[src/rtl/adder_seq_32_pkg.sv]
// Shared definitions for the sequenced ALU units: state encodings and slice width.
package adder_seq_32_pkg;

  localparam int unsigned SLICE_W = 8;

  typedef enum logic [1:0] {
    ST_IDLE = 2'd0,
    ST_RUN  = 2'd1,
    ST_DONE = 2'd2
  } seq_state_t;

endpackage : adder_seq_32_pkg

[src/rtl/adder_seq_32_cla_8.sv]
// 8-bit carry-lookahead slice: sum plus group propagate/generate.
// The slice carry-out is rebuilt by the caller as g_block | (p_block & cin).
module cla_8
  import adder_seq_32_pkg::*;
(
  input  logic [SLICE_W-1:0] a,
  input  logic [SLICE_W-1:0] b,
  input  logic               cin,
  output logic [SLICE_W-1:0] sum_c,
  output logic               p_block_c,
  output logic               g_block_c
);

  logic [SLICE_W-1:0] p;
  logic [SLICE_W-1:0] g;
  logic [SLICE_W:0]   c;

  assign p = a ^ b;
  assign g = a & b;

  // Bit carries and group generate/propagate terms from the per-bit p/g.
  always_comb begin
    c         = '0;
    g_block_c = 1'b0;
    c[0]      = cin;
    for (int i = 0; i < int'(SLICE_W); i++) begin
      c[i+1]    = g[i] | (p[i] & c[i]);
      g_block_c = g[i] | (p[i] & g_block_c);
    end
    p_block_c = &p;
  end

  assign sum_c = p ^ c[SLICE_W-1:0];

endmodule : cla_8

[src/rtl/adder_seq_32.sv]
// Multi-cycle add/subtract that steps one 8-bit CLA slice across the operand,
// one byte per cycle, with a registered inter-slice carry and a valid/ready result.
module adder_seq_32
  import adder_seq_32_pkg::*;
#(
  parameter int unsigned WIDTH = 32
) (
  input  logic             clock,
  input  logic             reset,
  input  logic             in_valid,
  output logic             in_ready,
  input  logic [WIDTH-1:0] data_operandA,
  input  logic [WIDTH-1:0] data_operandB,
  input  logic             ctrl_sub,
  output logic             out_valid,
  input  logic             out_ready,
  output logic [WIDTH-1:0] data_result,
  output logic             carry_out,
  output logic             overflow,
  output logic             isNotEqual,
  output logic             isLessThan
);

  localparam int unsigned NSLICE = WIDTH / SLICE_W;
  localparam int unsigned IDX_W  = (NSLICE > 1) ? $clog2(NSLICE) : 1;
  localparam int unsigned MSB    = WIDTH - 1;

  seq_state_t         state_q;
  logic [WIDTH-1:0]   a_q;
  logic [WIDTH-1:0]   b_q;
  logic               carry_q;
  logic               sub_q;
  logic [IDX_W-1:0]   idx_q;

  logic [SLICE_W-1:0] slice_a_c;
  logic [SLICE_W-1:0] slice_b_c;
  logic [SLICE_W-1:0] slice_sum_c;
  logic               slice_p_c;
  logic               slice_g_c;
  logic               slice_cout_c;
  logic               last_c;
  logic               ovf_c;
  logic               ne_c;
  logic               lt_c;

  // Byte select for the current pass.
  assign slice_a_c = a_q[int'(idx_q)*int'(SLICE_W) +: SLICE_W];
  assign slice_b_c = b_q[int'(idx_q)*int'(SLICE_W) +: SLICE_W];

  cla_8 u_cla_8 (
    .a         (slice_a_c),
    .b         (slice_b_c),
    .cin       (carry_q),
    .sum_c     (slice_sum_c),
    .p_block_c (slice_p_c),
    .g_block_c (slice_g_c)
  );

  // Slice carry-out and flags for the final pass, where slice_sum_c is the top byte.
  assign slice_cout_c = slice_g_c | (slice_p_c & carry_q);
  assign last_c       = (idx_q == IDX_W'(NSLICE - 1));
  assign ovf_c        = (a_q[MSB] == b_q[MSB]) & (slice_sum_c[SLICE_W-1] != a_q[MSB]);
  assign ne_c         = (|slice_sum_c) | (|data_result[WIDTH-SLICE_W-1:0]);
  assign lt_c         = sub_q & (slice_sum_c[SLICE_W-1] ^ ovf_c);

  // Sequencer: accept, step the slice through each byte, hold result until taken.
  always_ff @(posedge clock or posedge reset) begin
    if (reset) begin
      state_q     <= ST_IDLE;
      a_q         <= '0;
      b_q         <= '0;
      carry_q     <= 1'b0;
      sub_q       <= 1'b0;
      idx_q       <= '0;
      in_ready    <= 1'b1;
      out_valid   <= 1'b0;
      data_result <= '0;
      carry_out   <= 1'b0;
      overflow    <= 1'b0;
      isNotEqual  <= 1'b0;
      isLessThan  <= 1'b0;
    end else begin
      case (state_q)
        ST_IDLE: begin
          if (in_valid) begin
            a_q         <= data_operandA;
            b_q         <= data_operandB ^ {WIDTH{ctrl_sub}};
            carry_q     <= ctrl_sub;
            sub_q       <= ctrl_sub;
            idx_q       <= '0;
            data_result <= '0;
            carry_out   <= 1'b0;
            overflow    <= 1'b0;
            isNotEqual  <= 1'b0;
            isLessThan  <= 1'b0;
            in_ready    <= 1'b0;
            state_q     <= ST_RUN;
          end
        end
        ST_RUN: begin
          data_result[int'(idx_q)*int'(SLICE_W) +: SLICE_W] <= slice_sum_c;
          carry_q <= slice_cout_c;
          if (last_c) begin
            carry_out  <= slice_cout_c;
            overflow   <= ovf_c;
            isNotEqual <= ne_c;
            isLessThan <= lt_c;
            out_valid  <= 1'b1;
            state_q    <= ST_DONE;
          end else begin
            idx_q <= idx_q + IDX_W'(1);
          end
        end
        ST_DONE: begin
          if (out_ready) begin
            out_valid <= 1'b0;
            in_ready  <= 1'b1;
            state_q   <= ST_IDLE;
          end
        end
        default: begin
          out_valid <= 1'b0;
          in_ready  <= 1'b1;
          state_q   <= ST_IDLE;
        end
      endcase
    end
  end

endmodule : adder_seq_32
[config.mk]
export PLATFORM = sky130hd
export DESIGN_NAME = adder_seq_32
export DESIGN_NICKNAME = d
export VERILOG_FILES = /design/src/rtl/adder_seq_32_pkg.sv /design/src/rtl/adder_seq_32_cla_8.sv /design/src/rtl/adder_seq_32.sv
export SDC_FILE = /design/constraint.sdc
export NUM_CORES = 1
export LEC_CHECK = 0
export ABC_AREA = 1
export BUFFER_PORTS_ARGS = -buffer_cell sky130_fd_sc_hd__buf_2
export CORE_UTILIZATION = 33
export CTS_CLUSTER_SIZE = 16
export DETAILED_ROUTE_END_ITERATION = 8
export GPL_TIMING_DRIVEN = 0
export PLACE_DENSITY_LB_ADDON = 0.3
export SLEW_MARGIN = 30
export SYNTH_ARGS = -nofsm -noshare
export SYNTH_HDL_FRONTEND = slang
export SYNTH_SLANG_ARGS = --single-unit
[constraint.sdc]
create_clock -name clock -period 7.29 [get_ports clock]
set_clock_uncertainty 0.2 [all_clocks]
set_input_delay 0.729 -clock clock [delete_from_list [all_inputs] [get_ports clock]]
set_output_delay 0.729 -clock clock [all_outputs]
set_load 0.01 [all_outputs]
# Word level (Yosys, flattened, before mapping)
# Index checks and enable logic that the tools add are counted.
dict set report word_totals {
  regBits 108
  output_inout_bits 38
}
dict set report op_classes {
  addsub 2
  n_eq_ne 9
  shift 4
  muxes 26
  bitwise 40
  reduce_logical 12
}
# op n
set ops {}
lappend ops {{$pmux 32 s2} 1}
lappend ops {{$shiftx 32x6->8} 2}
lappend ops {{$neg 5->33} 1}
lappend ops {{$shift 8x33->32 const A} 1}
lappend ops {{$shiftx 8x33->32} 1}
lappend ops {{$bwmux 32} 1}
lappend ops {{$mux 32} 1}
lappend ops {{$xor 32x32->32} 1}
lappend ops {{$reduce_or 24->1} 1}
lappend ops {{$and 1x1->1} 17}
lappend ops {{$or 1x1->1} 16}
lappend ops {{$xor 8x8->8} 2}
lappend ops {{$reduce_and 3->1} 5}
lappend ops {{$mux 2} 5}
lappend ops {{$pmux 1 s2} 5}
lappend ops {{$mux 1} 9}
lappend ops {{$and 8x8->8} 1}
lappend ops {{$ne 2x2->1 const B} 4}
lappend ops {{$reduce_and 8->1} 1}
lappend ops {{$reduce_or 8->1} 1}
lappend ops {{$pmux 1 s3} 2}
lappend ops {{$pmux 2 s3} 1}
lappend ops {{$eq 2x2->1 const B} 2}
lappend ops {{$pmux 2 s2} 1}
lappend ops {{other kinds (9)} 11}

# Logic depth before layout (Yosys ltp)
# Gate-level depths: netlist of the first run.
dict set report logic_depth {
  depth_word 23
  mapped_depth 18
}

# Hierarchy
# A second synthesis of the first run with hierarchy kept.
dict set report unflattened {
  cells_unflattened 658
  hier_area_um2 5554.1
}
# mod n_inst cells_each area_each_um2 seq_area_each_um2
set by_module_without_submodules {}
lappend by_module_without_submodules {adder_seq_32 1 616 5200.0 2703.8}
lappend by_module_without_submodules {cla_8 1 42 354.1 0.0}

# Worst setup path before layout of the first run
# OpenSTA, ideal clock, no wires.
dict set report synth_timing {
  kind {reg2reg}
  start {reg idx_q[0]}
  end {reg isNotEqual}
  setup_ps 123
  arrival_time_ps 4369
  required_time_ps 6967
  setup_slack_ps 2598
  path_stages_with_launch 19
  path_buffers 2
  path_cell_list {dfrtp_1 -> inv_1 -> buf_2 -> buf_2 -> o21ai_0 -> o22ai_1 -> fa_1 -> inv_1 -> fa_1 -> fa_1 -> fa_1 -> fa_1 -> fa_1 -> fa_1 -> nand2_1 -> nor3b_1 -> nand4_1 -> o21ai_0 -> nand2_1}
}
dict set report synth_between {
  elab_chain_cells 21
  elab_cells_between_ends 26
}
# element line_no
set synth_lines {}
lappend synth_lines {{start, declared} adder_seq_32.sv:33} ;# logic [IDX_W-1:0] idx_q;
lappend synth_lines {{start signal, assigned} adder_seq_32.sv:111} ;# idx_q <= idx_q + IDX_W'(1);
lappend synth_lines {{$shiftx 32x6->8, on equally long branches} {adder_seq_32.sv:47, adder_seq_32.sv:48}}
lappend synth_lines {{$xor 8x8->8} adder_seq_32_cla_8.sv:18} ;# assign p = a ^ b;
lappend synth_lines {{$and 1x1->1} adder_seq_32_cla_8.sv:27} ;# c[i+1] = g[i] | (p[i] & c[i]);
lappend synth_lines {{$or 1x1->1} adder_seq_32_cla_8.sv:27}
lappend synth_lines {{$and 1x1->1} adder_seq_32_cla_8.sv:27}
lappend synth_lines {{$or 1x1->1} adder_seq_32_cla_8.sv:27}
lappend synth_lines {{$and 1x1->1} adder_seq_32_cla_8.sv:27}
lappend synth_lines {{$or 1x1->1} adder_seq_32_cla_8.sv:27}
lappend synth_lines {{[5 not listed]} -}
lappend synth_lines {{$or 1x1->1} adder_seq_32_cla_8.sv:27}
lappend synth_lines {{$and 1x1->1} adder_seq_32_cla_8.sv:27}
lappend synth_lines {{$or 1x1->1} adder_seq_32_cla_8.sv:27}
lappend synth_lines {{$xor 8x8->8} adder_seq_32_cla_8.sv:33} ;# assign sum_c = p ^ c[SLICE_W-1:0];
lappend synth_lines {{$reduce_or 8->1} adder_seq_32.sv:63} ;# assign ne_c = (|slice_sum_c) | (|data_result[WIDTH-SLICE_W-1:0]);
lappend synth_lines {{$or 1x1->1} adder_seq_32.sv:63}
lappend synth_lines {{$mux 1} adder_seq_32.sv:103} ;# if (last_c) begin
lappend synth_lines {{$pmux 1 s2} adder_seq_32.sv:83} ;# case (state_q)
lappend synth_lines {{end signal, assigned} adder_seq_32.sv:106} ;# isNotEqual <= ne_c;
lappend synth_lines {{end, declared} adder_seq_32.sv:20} ;# output logic isNotEqual,
# Parallel ways exist; a longest one is shown, timed or not. The select of a mux whose other input is x is not followed.
# A chain may end at the register's enable or synchronous reset.

# Final worst setup path of the first run
# Same ends and word-level chain as after synthesis.

==> impl_metrics.json, run 1 <==
{
  "avgSynthCellArea_sq_um": 8.77,
  "grt_pass1_wl_mm": 24.6,
  "initial_core_util_pct": 33.7,
  "slew_violations": 0,
  "power.leakage_nw": 3.35,
  "gp_congestion": 0.815,
  "die-height_um": 132,
  "vias": 4653,
  "synthTopCellsByArea": "dfrtp_1 (48%), nand2_1 (14%), xnor2_1 (5.0%), inv_1 (4.3%), o21ai_0 (4.2%)",
  "finalSetupTns_ps": 0,
  "hold_ws_ps": 141,
  "worst-setup-path-type": "flip-flop to flip-flop",
  "maxCapViolCount": 0,
  "top_usage_layer": "met2",
  "met1_usage_pct": 23.6,
  "ys_warn_count": 0,
  "worstPathArrival_ps": 5560,
  "p_per_area_nw_per_um2": 485,
  "synth-seq-area-share_pct": 48.6,
  "cp.required_ps": 7330,
  "clock-sinks": 108,
  "hold_violations": 0,
  "worstSkewPairLatency_ps": 360,
  "hold_path_class": "input pin to asynchronous set/reset pin",
  "dr.pass1.iters": 4,
  "drt_wl_total_mm": 14.8,
  "grt_use_met2_pct": 30.2,
  "synth_commonest_cells": "nand2_1 (206), dfrtp_1 (107), inv_1 (63), o21ai_0 (47), xnor2_1 (32)",
  "htree_levels": 3,
  "dp_hpwl_mm": 11.3,
  "drtAntennaViolNets": 0,
  "antenna_found_initial": 0,
  "yosysTopAreaCellShare_pct": 48.1,
  "ctsResizeCount": 0,
  "synthCells": 634,
  "cp-end-kind": "flip-flop",
  "clock.fmax_mhz": 181,
  "met3_usage_pct": 3.08,
  "vdd_drop_max_v": 0.000226,
  "drt_iter0_drc": 255,
  "synth_ff_type": "dfrtp_1",
  "seqCellArea_sq_um": 2700,
  "synth_seq_cells": 108,
  "setup_viol": 0,
  "drc": 0,
  "slew_headroom_pct": 58.0,
  "multiInputGateArea_sq_um": 2390,
  "nets": 839,
  "synth.most_common_cell": "nand2_1",
  "max_stage_delay_ps": 530,
  "worst_pin_slew_ps": 628,
  "slowest_stage": "xor2_1",
  "portBuffers": 105,
  "drive_gt1_share_pct": 21.6,
  "min_period_ps": 5530,
  "rsz0062_at_grt": "false",
  "clk_pin_slew_ps": 70,
  "cpMostUsedCell": "fa_1",
  "cp_cell_sequence": "inv_1 > buf_2 > buf_2 > o21ai_0 > o22ai_1 > fa_1 > inv_1 > fa_1 > fa_1 > fa_1 > fa_1 > fa_1 > fa_1 > xor2_1 > nand4_1 > o21ai_0 > nand2_1",
  "die_width_um": 132,
  "cp-start-kind": "flip-flop",
  "synth_cell_types": 33,
  "diodes": 0,
  "syn_nets": 722,
  "fillCellCount": 1714,
  "cts_hold_buf": 0,
  "viasPerCell": 4.77,
  "die_area_sq_um": 17400,
  "rows": 47,
  "grt_max_degree": 72,
  "grtUsageTotal_pct": 18.1,
  "cts_tree": "done",
  "cts_buffers": 9,
  "wl_per_cell_um": 15.2,
  "yosysTopAreaCell": "dfrtp_1",
  "postCtsSetupBuffers": 0,
  "area_growth_pct": 19.8,
  "pin_count": 107,
  "clockBufferDepth": 2,
  "core_area_sq_um": 16500,
  "synthArstFlopShare_pct": 100,
  "root_buffer": "clkbuf_16",
  "grt_pass1_vias": 4826,
  "grt.overflow.total": 0,
  "syn_area_sq_um": 5560,
  "synth_edf_count": 0,
  "path_max_fanout": 11,
  "fin_crit_sh_pct": 75.8,
  "outcome": "finished, final reports clean"
}
[routing by layer]
metal  vias to the layer above  routed length (um)  share of wire, %
met2                       135                7130                48
li1                       2281                   -                 -
met3                        19                 602               4.1
met5                         -                   0                 0
met1                      2218                6780                46
met4                         0                 266               1.8
[final timing paths]
path	start	endpoint	slack, ps	depth (start not counted)
worst max-delay path	idx_q[0]$_DFFE_PP0P_	isNotEqual$_DFFE_PP0P_	1760	17
min in group clock	in_ready$_DFFE_PP1P_	in_ready$_DFFE_PP1P_	270	2
worst max register to register	idx_q[0]$_DFFE_PP0P_	isNotEqual$_DFFE_PP0P_	1760	17
max in group asynchronous	reset	b_q[0]$_DFFE_PP0P_	6110	3
worst min register to register	in_ready$_DFFE_PP1P_	in_ready$_DFFE_PP1P_	270	2
worst min-delay path	reset	out_valid$_DFFE_PP0P_	140	2
[layout by cell type, fill, tap and decap left out]
cell type / instances
fa_1: 7
o21ai_0: 47
inv_1: 62
dfstp_2: 1
nand4_1: 8
ha_1: 12
xnor2_1: 32
buf_6: 7
nor2_8: 1
xor2_1: 1
o32ai_1: 14
inv_8: 1
nand3_2: 1
o22ai_1: 13
buf_4: 5
a21oi_1: 15
nand2_1: 206
buf_12: 1
dfrtp_1: 107
a32oi_1: 12
nand2_4: 4
clkbuf_16: 9
nor2_2: 1
nor3b_1: 1
nor2_1: 27
nand2_2: 3
o21ai_4: 2
o21ai_1: 12
nand4_4: 1
nand3_1: 7
inv_4: 1
inv_2: 2
clkinv_4: 2
a21o_1: 1
clkinv_2: 2
clkbuf_1: 8
clkinvlp_4: 2
buf_2: 116
buf_16: 1
[state kept, by name (all words and copies together) (netlist names), 2 cells and up]
name and cells:
a_q 32, b_q 32, data_result 32, idx_q 2, state_q 2
[per-stage QoR]
stage	total power (W)	setup slack (ps)	instance area [sq um]	utilization, %	instances
global placement	0.00275	1830	6360	38.5	959
CTS	0.00324	1790	6670	40.3	975
floorplan	0.00219	2600	5560	-	634
global route	0.00350	1390	6670	40.3	975
detailed placement	0.00278	1800	6400	38.7	960
finish	0.00324	1760	6670	40.3	975
[critical path: cells and delay by family, from the launching register on]
kind / cells / cell delay (ps)
AOI/OAI and AO/OA: 3 / 670
xor gates and xnor gates: 1 / 530
adders and majority gates: 7 / 2560
buffers and inverters: 4 / 780
DFF: 1 / 420
and+or+nand+nor: 2 / 250
[layout make-up]
type                    count  area share (%)
flip-flops and latches    108            40.6
multi-input cells         428            35.8
repair buffers            106            8.30
well taps                 220            4.13
inverters                  66            3.87
clock buffers               9            3.38
plain buffers              32            3.32
clock inverters             6           0.638
[cells by family after synthesis]
logic type | Yosys count | share of synthesized area [%]
flops | 108 | 48.6
fa+ha+maj | 19 | 5.22
simple gates | 260 | 19.6
xor+xnor | 33 | 5.20
compound gates | 116 | 12.9
buf+inv | 98 | 8.48
[power breakdown]
| group | total (W) | internal (W) | switching (W) |
|---|---|---|---|
| sequential | 0.00100 | 0.000846 | 0.000155 |
| clock | 0.000456 | 0.000230 | 0.000226 |
| combinational | 0.00178 | 0.000640 | 0.00114 |
Note: power is estimated with default switching activity, not from simulation.
==> run 2: changes to the inputs <==
==> constraint.sdc (replaced) <==
create_clock -name clock -period 4.9 [get_ports clock]
set_clock_uncertainty 0.2 [all_clocks]
set_input_delay 0.49 -clock clock [delete_from_list [all_inputs] [get_ports clock]]
set_output_delay 0.49 -clock clock [all_outputs]
set_load 0.01 [all_outputs]
==> run 2 against run 1 <==
Against the previous run: power is 55% higher; combinational power is 61% higher; sequential power is 49% higher; non-clock buffer count is 11 higher; maximum frequency is 17% higher; register-to-register slack worse by 1600 ps; clock power is 48% higher; critical endpoint unchanged; critical path type unchanged; flip-flop and latch count stayed put; hold slack worse by 22 ps; die area stayed put; routed wire length is 0.77% higher; count of clock-buffer cells in the layout stayed put.
==> impl_metrics.json, run 2 (synthesis results as in run 1) <==
{
  "drc": 0,
  "cts_tree": "done",
  "finalSetupTns_ps": 0,
  "power.leakage_nw": 3.43,
  "clk_pin_slew_ps": 70,
  "portBuffers": 105,
  "clock-sinks": 108,
  "drt_iter0_drc": 266,
  "layout_commonest_cell": "nand2_1",
  "p_per_area_nw_per_um2": 734,
  "die-height_um": 132,
  "slew_headroom_pct": 63.4,
  "drive_gt1_share_pct": 24.7,
  "cp-start-kind": "flip-flop",
  "largestRegisters": "a_q x32, b_q x32, data_result x32",
  "hold_path_class": "input pin to flip-flop",
  "die_area_sq_um": 17400,
  "grt_max_degree": 72,
  "dr.pass1.iters": 4,
  "die_width_um": 132,
  "grt.overflow.total": 0,
  "drtAntennaViolNets": 0,
  "diodes": 0,
  "worst_pin_slew_ps": 549,
  "maxCapViolCount": 0,
  "worstPathArrival_ps": 4790,
  "nets": 850,
  "layout_common_cells": "nand2_1 (206), buf_2 (112), dfrtp_1 (106), inv_1 (61), o21ai_0 (46)",
  "power_frac_clock_pct": 13.4,
  "power_frac_comb_pct": 57.0,
  "area_growth_pct": 23.1,
  "p_sw_share_pct": 45.7,
  "slew_violations": 0,
  "worstSkewPairLatency_ps": 360,
  "cp.required_ps": 4950,
  "clockBufferDepth": 2,
  "drt_wl_total_mm": 14.9,
  "vdd_drop_max_v": 0.000327,
  "initial_core_util_pct": 33.7,
  "fin_crit_sh_pct": 96.7,
  "hold_violations": 0,
  "core_area_sq_um": 16500,
  "htree_levels": 3,
  "wl_per_cell_um": 15.1,
  "power.switching_w": 0.00230,
  "power_w": 0.00503,
  "fillCellCount": 1698,
  "viasPerCell": 4.70,
  "vias": 4635,
  "place_area_sq_um": 6400,
  "gp_congestion": 0.815,
  "setup_viol": 0,
  "internal_power_w": 0.00273,
  "final_area_sq_um": 6850,
  "min_period_ps": 4740,
  "seq_power_share_pct": 29.6,
  "path_max_fanout": 10,
  "grt_pass1_wl_mm": 24.5,
  "rrSetupSlack_ps": 160,
  "root_buffer": "clkbuf_16",
  "clock.fmax_mhz": 211,
  "outcome": "finished, final reports clean",
  "grtUsageTotal_pct": 18.2,
  "pre_cts_ws_ps": -588,
  "rows": 47,
  "cp-end-kind": "flip-flop",
  "grt_pass1_vias": 4808,
  "pin_count": 107,
  "finalWorstSetupSlack_ps": 163,
  "antenna_found_initial": 0,
  "worst-setup-path-type": "flip-flop to flip-flop",
  "cts_buffers": 9,
  "hold_ws_ps": 119,
  "dp_hpwl_mm": 11.3
}
[run 2: area by class of cell]
cell class,count,area [sq um],share of cell area [%]
flip-flops and latches,108,2710,39.5
multi-input cells,428,2430,35.5
repair buffers,118,658,9.61
well taps,220,275,4.02
inverters,66,258,3.76
plain buffers,31,255,3.73
clock buffers,9,225,3.29
clock inverters,6,42.5,0.621
[run 2: layer usage]
layer / track usage (%) / wire length [um] / vias up
li1: - / - / 2304
met3: 3.00 / 582 / 17
met5: 0 / 0 / -
met1: 23.8 / 6790 / 2210
met4: 6.20 / 237 / 0
met2: 30.5 / 7290 / 104
[run 2: what timing repair did]
| item | 4_1_cts | 5_1_grt |
|---|---|---|
| hold buffers | 1 | 0 |
| gates cloned | 0 | 0 |
| setup buffers | 4 | 7 |
| hold endpoints to repair | 36 | 0 |
| gates resized for setup | 18 | 11 |
| setup endpoints to repair | 11 | 7 |
| pin swaps | 4 | 6 |
[run 2: through the flow]
step	utilization, %	cells
after floorplan	-	634
after CTS	40.9	980
final	41.5	986
after global routing	41.5	986
after detailed placement	38.7	960
after global placement	38.5	959
[run 2: path summary, 6_finish.rpt]
path | startpoint | end | cells past startpoint
worst max-delay path | idx_q[0]$_DFFE_PP0P_ | isNotEqual$_DFFE_PP0P_ | 17
worst min-delay path | data_operandA[14] | a_q[14]$_DFFE_PP0P_ | 3
worst max register to register | idx_q[0]$_DFFE_PP0P_ | isNotEqual$_DFFE_PP0P_ | 17
worst min register to register | in_ready$_DFFE_PP1P_ | in_ready$_DFFE_PP1P_ | 2
max in group asynchronous | reset | b_q[0]$_DFFE_PP0P_ | 4
min in group asynchronous | reset | out_valid$_DFFE_PP0P_ | 3
[run 2: critical path, cell delays in order (launching register included)]
cell and delay, ps:
dfrtp_1 430, buf_6 150, buf_6 150, o21ai_0 140, o22ai_2 240, fa_2 220, inv_1 50, fa_1 370
fa_1 390, fa_2 350, fa_2 370, fa_2 360, fa_2 570, nand2_1 60, nor3b_1 190, nand4_1 150
o21ai_2 180, nand2_1 60
[run 2: power groups by stage]
| stage | clock [W] | sequential (W) | combinational [W] |
|---|---|---|---|
| floorplan | 0 | 0.00147 | 0.00178 |
| global placement | 0 | 0.00150 | 0.00260 |
| detailed placement | 0 | 0.00150 | 0.00263 |
| CTS | 0.000693 | 0.00149 | 0.00276 |
| global route | 0.000731 | 0.00153 | 0.00318 |
| finish | 0.000676 | 0.00149 | 0.00287 |
==> run 3: changes to the inputs <==
--- a/config.mk
+++ b/config.mk
@@ -5,12 +5,12 @@
 export SDC_FILE = /design/constraint.sdc
 export NUM_CORES = 1
 export LEC_CHECK = 0
-export ABC_AREA = 1
 export BUFFER_PORTS_ARGS = -buffer_cell sky130_fd_sc_hd__buf_2
 export CORE_UTILIZATION = 33
 export CTS_CLUSTER_SIZE = 16
 export DETAILED_ROUTE_END_ITERATION = 8
 export GPL_TIMING_DRIVEN = 0
+export MAX_ROUTING_LAYER = met4
 export PLACE_DENSITY_LB_ADDON = 0.3
 export SLEW_MARGIN = 30
 export SYNTH_ARGS = -nofsm -noshare
==> run 3 against run 2 <==
Against the previous run: utilization increased by 0.60 points; sequential share of layout area increased by 2.5 points; non-clock buffer count decreased by 18; global-route usage decreased by 0.83 points; sequential power about the same; setup slack improved by 59 ps; maximum frequency increased by 1.3%; synthesized cell count decreased by 29%; flip-flop and latch count unchanged; cell count decreased by 20%; register-to-register slack improved by 60 ps; largest cell class unchanged; largest power group unchanged; highest routed layer unchanged.
==> impl_metrics.json, run 3 <==
{
  "clockBufferDepth": 2,
  "rrSetupSlack_ps": 220,
  "hold_path_class": "input pin to flip-flop",
  "yosysTopAreaCellShare_pct": 51.1,
  "area_growth_pct": 23.0,
  "cp.required_ps": 4930,
  "min_period_ps": 4680,
  "grtUsageTotal_pct": 17.4,
  "cpMostUsedCell": "fa_2",
  "dp_hpwl_mm": 9.68,
  "pre_cts_ws_ps": -715,
  "diodes": 0,
  "htree_levels": 3,
  "synthTopCellsByArea": "dfrtp_1 (51%), mux4_2 (6.9%), xnor2_1 (5.4%), mux2_1 (4.5%), a21oi_1 (3.6%)",
  "drt_iter0_drc": 187,
  "setup_viol": 0,
  "avgSynthCellArea_sq_um": 11.7,
  "fin_crit_sh_pct": 95.5,
  "portBuffers": 105,
  "synth_cell_types": 46,
  "die_width_um": 128,
  "synth-seq-area-share_pct": 51.6,
  "worstSetupPathDepth": 15,
  "gp_congestion": 0.797,
  "reg2reg_depth": 15,
  "worstSkewPairLatency_ps": 350,
  "yosysTopAreaCell": "dfrtp_1",
  "largestRegisters": "a_q x32, b_q x32, data_result x32",
  "cts_tree": "done",
  "nets": 656,
  "worst-setup-path-type": "flip-flop to flip-flop",
  "drtAntennaViolNets": 0,
  "r2r_end": "isNotEqual$_DFFE_PP0P_",
  "die_area_sq_um": 16400,
  "cts_buffers": 9,
  "synthCells": 449,
  "vdd_drop_max_v": 0.000292,
  "cp_cell_sequence": "buf_6 > buf_6 > mux4_2 > fa_1 > inv_1 > fa_2 > fa_2 > fa_1 > fa_1 > fa_2 > fa_2 > nor4bb_4 > nand4_1 > nor4_1 > o21ai_0",
  "core_area_sq_um": 15300,
  "slew_headroom_pct": 71.7,
  "vias": 3763,
  "grt_max_degree": 71,
  "die-height_um": 128,
  "p_per_area_nw_per_um2": 770,
  "grt.overflow.total": 0,
  "fin_cells": 784,
  "outcome": "finished, final reports clean",
  "wl_per_cell_um": 16.2,
  "rsz0062_at_grt": "false",
  "maxCapViolCount": 0,
  "path_max_fanout": 10,
  "drc": 0,
  "layout_common_cells": "buf_2 (120), dfrtp_1 (107), nand2_1 (42), a21oi_1 (38), nor2_1 (37)",
  "slowest_stage": "fa_2",
  "path_delay_family": "adder cells",
  "grt_pass1_vias": 3743,
  "worstPathArrival_ps": 4710,
  "synthArstFlopShare_pct": 100,
  "drt_wl_total_mm": 12.7,
  "synth_ff_type": "dfrtp_1",
  "cp-start-kind": "flip-flop",
  "hold_start": "out_ready",
  "r2r_start": "idx_q[1]$_DFFE_PP0P_",
  "fillCellCount": 1536,
  "drive_gt1_share_pct": 34.0,
  "clock-sinks": 108,
  "viasPerCell": 4.80,
  "synth_commonest_cells": "dfrtp_1 (107), nand2_1 (42), a21oi_1 (38), nor2_1 (37), xnor2_1 (32)",
  "power_w": 0.00496,
  "hold_violations": 0,
  "synth_edf_count": 0,
  "power.leakage_nw": 2.95,
  "root_buffer": "clkbuf_16",
  "synth.most_common_cell": "dfrtp_1",
  "cp-end-kind": "flip-flop",
  "path_buf_inv": 3,
  "cp-endpoint": "isNotEqual$_DFFE_PP0P_",
  "worst_pin_slew_ps": 421,
  "antenna_found_initial": 0,
  "initial_core_util_pct": 34.2,
  "grt_pass1_wl_mm": 20.6,
  "hold_ws_ps": 136,
  "rows": 45,
  "clk_pin_slew_ps": 70,
  "pin_count": 107,
  "ys_warn_count": 0,
  "max_stage_delay_ps": 570,
  "dr.pass1.iters": 5,
  "syn_area_sq_um": 5240,
  "clock.fmax_mhz": 214,
  "synth_seq_cells": 108,
  "finalWorstSetupSlack_ps": 223,
  "layout_commonest_cell": "buf_2",
  "slew_violations": 0,
  "syn_nets": 537,
  "crit_start": "idx_q[1]$_DFFE_PP0P_",
  "place_inst": 766
}
==> run 3: routing by layer <==
metal	GRT usage, %	vias up	wire length (um)
li1	-	1786	-
met3	4.01	12	765
met5	-	-	0
met2	27.0	132	5900
met1	22.8	1833	5890
met4	4.64	0	168
==> run 3: cells by family (layout without fill, tap and decap cells) <==
logic type / after synthesis / count (layout) / synth area share (%)
AOI/OAI and AO/OA: 89 / 89 / 9.94
xor gates and xnor gates: 33 / 33 / 5.52
adders and majority gates: 19 / 19 / 5.54
buffers and inverters: 45 / 169 / 4.13
DFF: 108 / 108 / 51.6
muxes: 50 / 50 / 14.2
and+or+nand+nor: 105 / 105 / 9.01
==> run 3: power by group <==
group	internal (W)	switching, W
Combinational	0.00121	0.00150
Sequential	0.00128	0.000236
Clock	0.000413	0.000330
Total	0.00290	0.00206
==> run 3: area by class of cell <==
| class | instances | area, sq um | area share [%] |
|---|---|---|---|
| sequential | 108 | 2700 | 42.0 |
| timing repair buffer | 109 | 578 | 8.97 |
| multi-input combinational | 296 | 2360 | 36.6 |
| clock inverter | 5 | 60.1 | 0.932 |
| buffer | 22 | 146 | 2.27 |
| tap | 211 | 264 | 4.10 |
| clock buffer | 11 | 243 | 3.77 |
| inverter | 22 | 87.6 | 1.36 |
==> run 3: stage by stage <==
stage               setup TNS, ps  utilization [%]  instance area (sq um)
detailed placement          -3550             39.6                   6060
CTS                             0             42.0                   6430
global route                    0             42.1                   6440
global placement            -3210             39.3                   6020
floorplan                       0                -                   5240
finish                          0             42.1                   6440
==> run 3: worst reg2reg max path, stage by stage, from the launching register on <==
cell	delay [ps]
dfrtp_1	420
buf_6	170
buf_6	160
mux4_2	270
fa_1	180
inv_1	50
fa_2	340
fa_2	380
fa_1	390
fa_1	390
fa_2	360
fa_2	570
nor4bb_4	210
nand4_1	130
nor4_1	230
o21ai_0	100
==> run 3: how the worst min path moves through the flow <==
| stage | to | cells after the start |
|---|---|---|
| final | state_q[1]$_DFFE_PP0P_ | 2 |
| after global routing | state_q[1]$_DFFE_PP0P_ | 2 |
| after CTS | state_q[1]$_DFFE_PP0P_ | 2 |
| after global placement | data_result[26]$_DFFE_PP0P_ | 2 |
| after floorplan | a_q[23]$_DFFE_PP0P_ | 1 |
| after detailed placement | data_result[25]$_DFFE_PP0P_ | 2 |
==> run 3: what timing repair did <==
item | 4_1_cts | 5_1_grt
pin swaps | 2 | 3
hold buffers | 1 | 0
hold endpoints to repair | 37 | 0
gates resized for setup | 11 | 6
buffers inserted | 1 | 1
endpoints found under the setup margin | 7 | 2
